--- src/rtl/fetch_stage.sv ---
// fetch_stage: instruction-fetch stage of the 6-stage IITB-RISC pipeline.
// Owns the PC, reads one instruction per cycle from instruction memory and
// loads the IF/ID pipeline register. Redirects squash the instruction being
// fetched by loading a bubble; stalls freeze the PC and IF/ID together.
// The one-bit BOOT/RUN state is exposed on dbg_state_o for debug.
//
// Control semantics: there is no valid/ready handshake. Each rising edge
// applies exactly one action in priority order:
//   rst > redirect_en > stall > normal advance.
// if_id_valid=1 marks a real instruction and if_id_valid=0 marks a bubble.
// A bubble carries NOP_INSTR, which decodes with all enables low.
module fetch_stage #(
  parameter logic [15:0] RESET_PC  = 16'h0000,
  parameter logic [15:0] NOP_INSTR = 16'hF000
) (
  input  logic        clk,
  input  logic        rst,
  output logic [15:0] imem_addr,
  input  logic [15:0] imem_data,
  input  logic        stall,
  input  logic        redirect_en,
  input  logic [15:0] redirect_pc,
  output logic [15:0] if_id_instr,
  output logic [15:0] if_id_pc,
  output logic [15:0] if_id_pc_plus1,
  output logic        if_id_valid,
  output logic [15:0] fetch_count,
  output logic        dbg_state_o
);

  typedef enum logic {
    BOOT = 1'b0,
    RUN  = 1'b1
  } state_t;

  state_t      state_q, state_d;
  logic [15:0] pc_q, pc_d;
  logic [15:0] instr_q, instr_d;
  logic [15:0] ifpc_q, ifpc_d;
  logic [15:0] ifpc1_q, ifpc1_d;
  logic        valid_q, valid_d;
  logic [15:0] cnt_q, cnt_d;

  // Next-state logic: hold everything by default, then apply the edge action.
  always_comb begin
    state_d = state_q;
    pc_d    = pc_q;
    instr_d = instr_q;
    ifpc_d  = ifpc_q;
    ifpc1_d = ifpc1_q;
    valid_d = valid_q;
    cnt_d   = cnt_q;
    case (state_q)
      BOOT: begin
        // No fetch is committed in BOOT. A redirect can still move the PC.
        state_d = RUN;
        if (redirect_en) pc_d = redirect_pc;
      end
      RUN: begin
        if (redirect_en) begin
          // Squash the instruction at imem_data. The bubble keeps the old PC fields.
          pc_d    = redirect_pc;
          instr_d = NOP_INSTR;
          valid_d = 1'b0;
        end else if (!stall) begin
          instr_d = imem_data;
          ifpc_d  = pc_q;
          ifpc1_d = pc_q + 16'd1;
          valid_d = 1'b1;
          pc_d    = pc_q + 16'd1;
          cnt_d   = cnt_q + 16'd1;
        end
      end
      default: state_d = BOOT;
    endcase
  end

  // State registers with synchronous reset.
  always_ff @(posedge clk) begin
    if (rst) begin
      state_q <= BOOT;
      pc_q    <= RESET_PC;
      instr_q <= NOP_INSTR;
      ifpc_q  <= 16'h0000;
      ifpc1_q <= 16'h0000;
      valid_q <= 1'b0;
      cnt_q   <= 16'h0000;
    end else begin
      state_q <= state_d;
      pc_q    <= pc_d;
      instr_q <= instr_d;
      ifpc_q  <= ifpc_d;
      ifpc1_q <= ifpc1_d;
      valid_q <= valid_d;
      cnt_q   <= cnt_d;
    end
  end

  assign imem_addr      = pc_q;
  assign if_id_instr    = instr_q;
  assign if_id_pc       = ifpc_q;
  assign if_id_pc_plus1 = ifpc1_q;
  assign if_id_valid    = valid_q;
  assign fetch_count    = cnt_q;
  assign dbg_state_o    = state_q;

endmodule

--- config.mk ---
export PLATFORM = sky130hd
export DESIGN_NAME = fetch_stage
export DESIGN_NICKNAME = d
export VERILOG_FILES = /design/src/rtl/fetch_stage.sv
export SDC_FILE = /design/constraint.sdc
export NUM_CORES = 1
export LEC_CHECK = 0
export CAP_MARGIN = 10
export CORE_MARGIN = 3
export CORE_UTILIZATION = 49
export DETAILED_ROUTE_END_ITERATION = 12
export PLACE_DENSITY = 0.88
export SYNTH_ARGS = -nofsm -noshare
export SYNTH_HDL_FRONTEND = slang
export SYNTH_SLANG_ARGS = --single-unit
--- constraint.sdc ---
create_clock -name clk -period 5.5 [get_ports clk]
set_input_delay 1.1 -clock clk [delete_from_list [all_inputs] [get_ports clk]]
set_output_delay 1.1 -clock clk [all_outputs]
set_load 0.005 [all_outputs]
# Yosys cells after proc, flatten, opt, wreduce, memory -nomap -nowiden
# Index checks and enable logic that the tools add are counted.
[word_totals]
input_bits = 36
output_inout_bits = 82
reg_bits = 82
wordCells = 27
[op_classes]
n_bitwise = 3
n_eq_ne = 3
muxes = 9
reduce_logical = 3
n_addsub = 2
[op_table]
columns = ["op", "n"]
rows = [
  ["$mux W16", 5],
  ["$add A16 B1 Y16 const B", 2],
  ["$pmux W16 S2", 1],
  ["$reduce_and A2 Y1", 2],
  ["$mux W1", 3],
  ["$ne A3 B3 Y1 const B", 1],
  ["$not A1 Y1", 3],
  ["$reduce_and A3 Y1", 1],
  ["$ne A2 B1 Y1 const B", 1],
  ["$ne A2 B2 Y1 const B", 1],
]

# Depth between registers and ports, before layout
# Gate-level depths: netlist of run 1.
[logic_depth]
word_depth = 4
depth_mapped = 6
ltp_nobuf = 5

# Worst setup path after synthesis of run 1
# OpenSTA, ideal clock, no wires.
[synth_path]
kind = "input to register"
start = "input port redirect_en"
end = "register cnt_q[15], in the netlist fetch_count[15]"
path_stages = 5
n_path_buf = 1
path_slack_ns = 3.117
t_arrival_ns = 2.312
path_cell_list = "nand4b_1 -> or2_2 -> clkbuf_1 -> or4_1 -> a21oi_1"
[synth_via]
elab_chain_cells = 2
[synth_rtl]
columns = ["item", "line", "text"]
rows = [
  ["from (decl)", "21", "input logic redirect_en,"],
  ["$not A1 Y1 (no source line)", "n/a", ""],
  ["$reduce_and A3 Y1 (no source line)", "n/a", ""],
  ["to (signal assigned)", "95", "cnt_q <= cnt_d;"],
  ["to (decl)", "42", "logic [15:0] cnt_q, cnt_d;"],
]
# Every way passes these cells.
# A chain may end at the register's enable or synchronous reset.

# Worst setup path in the final report of run 1
[layout_path]
start = "input port redirect_en"
end = "register instr_q[13], in the netlist if_id_instr[13]"
[layout_via]
elab_chain_cells = 2
word_cells_on_any_way = 3
cone_classes = "eq/ne: 1; mux: 1; reduce/logical: 1"
[layout_rtl]
columns = ["item", "line", "text"]
rows = [
  ["$ne A2 B1 Y1 (no source line)", "n/a", ""],
  ["$reduce_and A2 Y1 (no source line)", "n/a", ""],
  ["to (signal assigned)", "91", "instr_q <= instr_d;"],
  ["to (decl)", "38", "logic [15:0] instr_q, instr_d;"],
]
# Several ways; a longest one is shown, not always the timed one.

==> flow_summary.toml, run 1 <==
[sta]
setup_violations = 0
min_period_ps = 3290
hold_viol_final = 0
relSlewSlack_pct = 46.2
maxSlewViolCount = 0
rsz0062_at_grt = "no"
period_share_pct = 59.9
worst_slew_pin_slew_ps = 807
fin_tns_setup_ps = 0
finClkSkew_ps = 6.95
fmax_ghz = 0.304

[setup_path]
worstSetupEndpointType = "register"
worstPathRequired_ps = 5790
crit_fanout = 26
crit_type = "in2reg"
startpoint_type = "input port"
arrival_ps = 3590

[yosys]
synthFlopType = "dfxtp_1"
synthDistinctLibCells = 38
yosys_warnings = 0
yosysTopAreaCellShare_pct = 46.9
yosysSeqAreaShare_pct = 46.9
synth_area_leaders = "dfxtp_1 47%, nand2_1 6.8%, nor2_1 4.8%, a21oi_1 4.6%, xnor2_1 4.5%"
avgSynthCellArea_sq_um = 8.28
synth_area_sq_mm = 0.00350
synth.largest_area_cell = "dfxtp_1"
yosysMostFrequentCell = "dfxtp_1"
synth-seq-cells = 82
synth_commonest_cells = "82 x dfxtp_1, 63 x nand2_1, 45 x nor2_1"
syn_nets = 461
ys_async_sr_fraction_pct = 0
synth-edff-count = 0
synthCells = 423

[place]
hpwl_um = 6730
gp_congestion = 0.878
dp.cells = 605
portBuffers = 117
placed_area_sq_mm = 0.00467

[pwr]
p_leak_nw = 1.55
peakVddDrop_mv = 0.144
power_density_mw_per_mm2 = 249

[min_path]
hp-class = "reg2reg"

[clock_network]
cts_max_level = 3
cts_tree = "yes"
cts_root_buf = "clkbuf_8"
cts_setup_buffers = 0
cts_num_sinks = 82
cts.path.max_buffers = 2
clkLatencyLatePin_ps = 350
cts_inserted_buffers = 9
postCtsHoldBufs = 0
clk_pin_slew_worst_paths_ps = 80
cts_resized = 0

[floorplanning]
die_area_sq_mm = 0.00819
row_count = 30
ios = 118
initial_core_util_pct = 51.0
core_sq_mm = 0.00687
die_width_um = 90.5
die_y_um = 90.5

[global_route]
grt-ovfl-total = 0
groute.usage.overall_pct = 23.8
grt_max_degree = 58
grt_pass1_vias = 3414
antenna_found_initial = 0
grt_pass1_wl_um = 16100

[cells_and_area]
fin_area_sq_mm = 0.00487
syn_to_final_growth_pct = 39.2
drive_above_1_share_pct = 4.38
stdcell_count = 621
diodes = 0
utilization_pct = 70.9
nNetsFinal = 559
fillers = 542

[routing]
drt_iter0_drc = 287
drc = 0
finalWirelength_um = 9780
wl_per_cell_um = 15.8
postRouteAntennaNets = 0
drt-pass1-iter-count = 5
vias_per_cell = 5.69
vias = 3535

[outcome]
status = "completed"

[run]
maxCapViolations = 0
-- placed cells by master, fill, tap and decap left out, types with 2 or more instances in the layout --
cell               n
nand3_1            9
nor2b_1            2
nor3_1            10
a21oi_1           32
or4_1              8
and4_1             3
or3_1             10
ha_1               2
a311oi_1          10
buf_4              2
dfxtp_1           82
o22ai_1            4
a22oi_1           12
clkinvlp_4         2
clkinv_2           2
nand2_1           63
or2_2              2
xnor2_1           18
buf_2              2
nand4_1           11
clkdlybuf4s50_1  116
inv_1              7
a211oi_1          14
xor2_1             4
o31ai_1            5
o21ai_0           16
nor2_1            45
clkbuf_8          10
nor4_1             7
nand4b_1           3
-- through the flow --
| step | setup slack, ps | total power, W | hold WS (ps) |
|---|---|---|---|
| 6_report | 2210 | 0.00121 | 455 |
| 5_1_grt | 1870 | 0.00125 | 488 |
| 4_1_cts | 2230 | 0.00121 | 458 |
| 3_5_place_dp | 1880 | 0.000789 | 446 |
| 3_3_place_gp | 2020 | 0.000786 | 441 |
| 2_1_floorplan | 3120 | 0.000708 | 448 |
-- flip-flops by register name (all words and copies together), names as in the netlist --
signal	cells
fetch_count	16
if_id_instr	16
if_id_pc	16
if_id_pc_plus1	16
imem_addr	16
dbg_state_o	1
if_id_valid	1
-- metal layers --
| layer | track usage, % | up-vias | part of all wire [%] | routed length (um) |
|---|---|---|---|---|
| li1 | - | 1704 | - | - |
| met1 | 29.5 | 1669 | 42 | 4110 |
| met2 | 38.1 | 152 | 48 | 4670 |
| met3 | 7.67 | 10 | 8.8 | 857 |
| met4 | 9.95 | 0 | 1.5 | 145 |
| met5 | 0 | - | 0 | 0 |
-- cell type report --
cell class	instances	area, sq um	area share (%)
Clock buffer	10	138	2.82
Clock inverter	5	55.1	1.13
Inverter	8	30.0	0.616
Multi-Input combinational cell	300	1700	34.9
Sequential cell	82	1640	33.7
Tap cell	96	120	2.47
Timing Repair Buffer	120	1190	24.3
-- critical path, cell delays in order --
cell,delay [ps]
clkdlybuf4s50_1,850
clkinv_1,750
a21boi_0,630
o22ai_1,160
nand2_1,90
-- report_power, final --
| group | leakage, nW | internal, W | switching, W | total [W] |
|---|---|---|---|---|
| sequential | 0.668 | 0.000613 | 0.0000261 | 0.000639 |
| clock | 0.0941 | 0.000218 | 0.000216 | 0.000434 |
| combinational | 0.784 | 0.0000774 | 0.0000608 | 0.000138 |
| total | 1.55 | 0.000909 | 0.000303 | 0.00121 |
-- cell families (layout without fill, tap and decap cells) --
group,Yosys count,in the layout,synth area share [%]
AO/OA/AOI/OAI,96,96,17.4
XOR/XNOR,22,22,5.50
adder cells (fa/ha/maj),2,2,0.715
buffers and inverters,41,143,4.65
flip-flops,82,82,46.9
AND/OR/NAND/NOR,180,180,24.8
-- worst paths after layout --
kind / startpoint / to / slack [ps] / cells after the start
setup reg to reg: imem_addr[2] / imem_addr[15] / 2930 / 4
hold / removal: if_id_pc[4] / if_id_pc[4] / 450 / 2
setup / recovery: redirect_en / if_id_instr[13] / 2210 / 5
hold reg to reg: if_id_pc[4] / if_id_pc[4] / 450 / 2
Note: power is estimated with default switching activity, not from simulation.
==> inputs of run 2 (changes only) <==
Settings changed: CORE_UTILIZATION 49 to 45, PLACE_DENSITY 0.88 to 0.82.
Clock period 5.5 ns to 3.1 ns, I/O delays scaled along.
==> flow_summary.toml, run 2 (synthesis results as in run 1) <==
[floorplanning]
row_count = 31
ios = 118
die_y_um = 94.2
core_sq_mm = 0.00741
die_width_um = 94.2
die_area_sq_mm = 0.00887
initial_core_util_pct = 47.3

[setup_path]
arrival_ps = 2640
rr_worst_depth = 5
crit_type = "reg2reg"
critPathBufInv = 1
r2r_setup_slack_ps = 710
crit_fanout = 11
worstPathRequired_ps = 3350
r2r_start = "imem_addr[2]"
crit_path_end = "imem_addr[15]"
crit_start = "imem_addr[2]"
crit_chain = "nand3_1 -> buf_4 -> or4_1 -> or4_1 -> a311oi_1"
cpMostUsedCell = "or4_1"
worstSetupEndpointType = "register"
startpoint_type = "register"
cp_num_cells = 5
r2r-end = "imem_addr[15]"
max_stage_delay_ps = 690
crit_family = "simple AND/OR/NAND/NOR gates"
critical-path-slowest-cell = "or4_1"

[sta]
relSlewSlack_pct = 43.5
hold_viol_final = 0
fin_ws_ps = 709
worst_slew_pin_slew_ps = 847
min_period_ps = 2390
maxSlewViolCount = 0
period_share_pct = 77.1
rsz0062_at_grt = "no"
fin_tns_setup_ps = 0
finClkSkew_ps = 8.01
setup_violations = 0
fmax_ghz = 0.418

[cells_and_area]
regArea_sq_mm = 0.00164
diodes = 0
layout_commonest_cell = "clkdlybuf4s50_1"
final_cell_mix = "116 x clkdlybuf4s50_1, 82 x dfxtp_1, 63 x nand2_1"
fillers = 613
stdcell_count = 630
nNetsFinal = 564
drive_above_1_share_pct = 5.46
syn_to_final_growth_pct = 41.7
multi_input_area_sq_mm = 0.00170
utilization_pct = 67.0

[run]
maxCapViolations = 0

[place]
hpwl_um = 6810
dp.cells = 614
dp_slack_ps = 562
gp_congestion = 0.849
portBuffers = 117

[pwr]
power_density_mw_per_mm2 = 458
p_total_w = 0.00227
peakVddDrop_mv = 0.258
pwr-share-comb_pct = 10.8
seq_power_share_pct = 50.0
clockPowerShare_pct = 39.1
p_sw_w = 0.000523
p_leak_nw = 1.59
sw_frac_of_total_pct = 23.1
intPower_w = 0.00175

[global_route]
grt_pass1_vias = 3374
grt_max_degree = 58
use_met2_pct = 37.6
grt_pass1_wl_um = 15800
groute.usage.overall_pct = 22.3
met3_usage_pct = 7.45
use_met1_pct = 27.0
grt_busiest_layer = "met2"
antenna_found_initial = 0
grt-ovfl-total = 0

[routing]
vias = 3500
drt-pass1-iter-count = 7
drc = 0
wl_per_cell_um = 15.4
postRouteAntennaNets = 0
finalWirelength_um = 9700
drt_iter0_drc = 209
vias_per_cell = 5.56

[clock_network]
cts_inserted_buffers = 9
clkLatencyLatePin_ps = 340
cts_resized = 0
cts_setup_buffers = 0
cts_root_buf = "clkbuf_8"
cts_tree = "yes"
postCtsHoldBufs = 0
cts.path.max_buffers = 2
cts_max_level = 3
cts_num_sinks = 82
clk_pin_slew_worst_paths_ps = 80

[min_path]
whs_path_depth = 2
hp-class = "reg2reg"

[outcome]
status = "completed"
run 2: cell types whose count changed in the layout (fill, tap and decap cells not counted), sizes merged:
cell	previous run	this run
clkbuf	10	12
buf	4	9
bufinv	1	2
clkinv	3	2
clkinvlp	2	1
run 2: worst min path at each step:
stage                      start                 to  slack [ps]
2_1_floorplan  if_id_pc_plus1[3]  if_id_pc_plus1[3]         450
3_3_place_gp         if_id_pc[7]        if_id_pc[7]         440
3_5_place_dp   if_id_pc_plus1[3]  if_id_pc_plus1[3]         450
4_1_cts              if_id_pc[7]        if_id_pc[7]         460
5_1_grt              if_id_pc[4]        if_id_pc[4]         480
6_report             if_id_pc[4]        if_id_pc[4]         460
run 2: worst register-to-register path: stages (launching register included):
cell and delay, ps:
dfxtp_1 540, nand3_1 110, buf_4 190, or4_1 690, or4_1 520, a311oi_1 250
run 2: through the flow:
step	instance area (sq um)	hold WS, ps
3_5_place_dp	4720	448
3_3_place_gp	4720	442
6_report	4960	456
4_1_cts	4960	460
5_1_grt	4960	480
2_1_floorplan	3500	448
run 2: metal layers:
metal | share of wire (%) | up-vias
li1 | - | 1712
met1 | 42 | 1642
met2 | 49 | 140
met3 | 7.8 | 6
met4 | 0.59 | 0
met5 | 0 | -
run 2: area by class of cell:
| class | instances | share of cell area, % |
|---|---|---|
| clock buffers | 12 | 3.33 |
| clock inverters | 4 | 1.46 |
| inverters | 8 | 0.605 |
| multi-input cells | 300 | 34.3 |
| flip-flops and latches | 82 | 33.1 |
| well taps | 99 | 2.50 |
| repair buffers | 125 | 24.7 |
run 2: power by group through the flow:
stage | combinational, W | clock (W) | sequential, W
floorplan | 0.000115 | 0 | 0.00114
global placement | 0.000243 | 0 | 0.00116
detailed placement | 0.000246 | 0 | 0.00116
CTS | 0.000247 | 0.000910 | 0.00114
global route | 0.000269 | 0.000955 | 0.00114
finish | 0.000246 | 0.000889 | 0.00114
==> inputs of run 3 (changes only) <==
Clock period 3.1 ns to 2.5 ns, I/O delays scaled along.
==> flow_summary.toml, run 3 (synthesis results as in run 1) <==
[outcome]
status = "completed"

[routing]
wl_per_cell_um = 15.7
finalWirelength_um = 10100
met2WireLength_um = 4840
drc = 0
vias = 3598
drt_iter0_drc = 251
top_layer = "met4"
postRouteAntennaNets = 0
wl_met3_um = 876
met1_length_um = 4250
drt-pass1-iter-count = 5
vias_per_cell = 5.57

[clock_network]
cts_max_level = 3
cts_num_sinks = 82
cts.path.max_buffers = 2
cts_tree = "yes"
clk_pin_slew_worst_paths_ps = 80
cts_root_buf = "clkbuf_8"
postCtsHoldBufs = 0
cts_inserted_buffers = 9
clkLatencyLatePin_ps = 350
cts_resized = 0
cts_setup_buffers = 0

[setup_path]
rr_worst_depth = 4
r2r-end = "imem_addr[15]"
worstSetupEndpointType = "output port"
worstPathRequired_ps = 2000
r2r_start = "imem_addr[3]"
max_stage_delay_ps = 620
crit_path_end = "dbg_state_o"
crit_fanout = 13
cp_num_cells = 1
arrival_ps = 1550
crit_chain = "clkdlybuf4s50_1"
crit_start = "dbg_state_o"
critPathBufInv = 1
startpoint_type = "register"
crit_type = "reg2out"
critical-path-slowest-cell = "clkdlybuf4s50_1"
crit_family = "buffers and inverters"
r2r_setup_slack_ps = 480

[place]
hpwl_um = 7200
dp.cells = 630
portBuffers = 117
gp_congestion = 0.870
dp_slack_ps = 198

[min_path]
hp-class = "reg2reg"
whs_path_depth = 2

[cells_and_area]
layout_commonest_cell = "clkdlybuf4s50_1"
stdcell_count = 646
fillers = 608
final_cell_mix = "116 x clkdlybuf4s50_1, 82 x dfxtp_1, 63 x nand2_1"
syn_to_final_growth_pct = 45.0
drive_above_1_share_pct = 8.04
diodes = 0
utilization_pct = 68.5
nNetsFinal = 580

[global_route]
grt-ovfl-total = 0
groute.usage.overall_pct = 23.5
grt_pass1_wl_um = 16600
grt_max_degree = 58
grt_pass1_vias = 3442
antenna_found_initial = 0

[sta]
finClkSkew_ps = 6.98
hold_viol_final = 0
maxSlewViolCount = 0
setup_violations = 0
rsz0062_at_grt = "no"
relSlewSlack_pct = 64.0
min_period_ps = 2050
fin_ws_ps = 445
fin_tns_setup_ps = 0
worst_slew_pin_slew_ps = 535
fmax_ghz = 0.487
period_share_pct = 82.2

[run]
maxCapViolations = 0

[floorplanning]
ios = 118
die_width_um = 94.2
die_area_sq_mm = 0.00887
row_count = 31
initial_core_util_pct = 47.3
die_y_um = 94.2
core_sq_mm = 0.00741

[pwr]
peakVddDrop_mv = 0.433
power_density_mw_per_mm2 = 551
p_leak_nw = 1.67
[run 3: cell count changes in the layout (fill, tap and decap cells not counted), sizes merged]
| cell | before | now |
|---|---|---|
| clkinv | 2 | 3 |
| buf | 9 | 25 |
| clkbuf | 12 | 11 |
[run 3: area by class of cell]
| type | count | area, sq um | area share [%] |
|---|---|---|---|
| Inverter | 8 | 30.0 | 0.592 |
| Sequential cell | 82 | 1640 | 32.3 |
| Multi-Input combinational cell | 300 | 1700 | 33.5 |
| Tap cell | 99 | 124 | 2.44 |
| Timing Repair Buffer | 141 | 1360 | 26.8 |
| Clock buffer | 11 | 141 | 2.79 |
| Clock inverter | 5 | 77.6 | 1.53 |
[run 3: through the flow]
step	hold WS, ps	instance area [sq um]	power (W)
floorplan	448	3500	0.00156
global placement	443	4860	0.00176
detailed placement	449	4860	0.00177
CTS	460	5070	0.00281
global route	477	5070	0.00291
finish	458	5070	0.00279
[run 3: power breakdown]
group,internal [W],switching [W]
clock,0.000587,0.000465
combinational,0.000196,0.000166
sequential,0.00135,0.0000319
total,0.00213,0.000663
[run 3: how the worst min path moves through the flow]
stage / startpoint / end / slack, ps
final: if_id_pc[4] / if_id_pc[4] / 460
after global routing: if_id_pc[4] / if_id_pc[4] / 480
after CTS: if_id_pc[4] / if_id_pc[4] / 460
after detailed placement: if_id_pc[4] / if_id_pc[4] / 450
after global placement: if_id_pc[8] / if_id_pc[8] / 440
after floorplan: if_id_pc_plus1[3] / if_id_pc_plus1[3] / 450
[run 3: metal layers]
layer | GRT usage (%) | vias up
met5 | 0 | -
met4 | 6.26 | 0
met3 | 7.53 | 17
met2 | 38.7 | 153
met1 | 29.6 | 1684
li1 | - | 1744
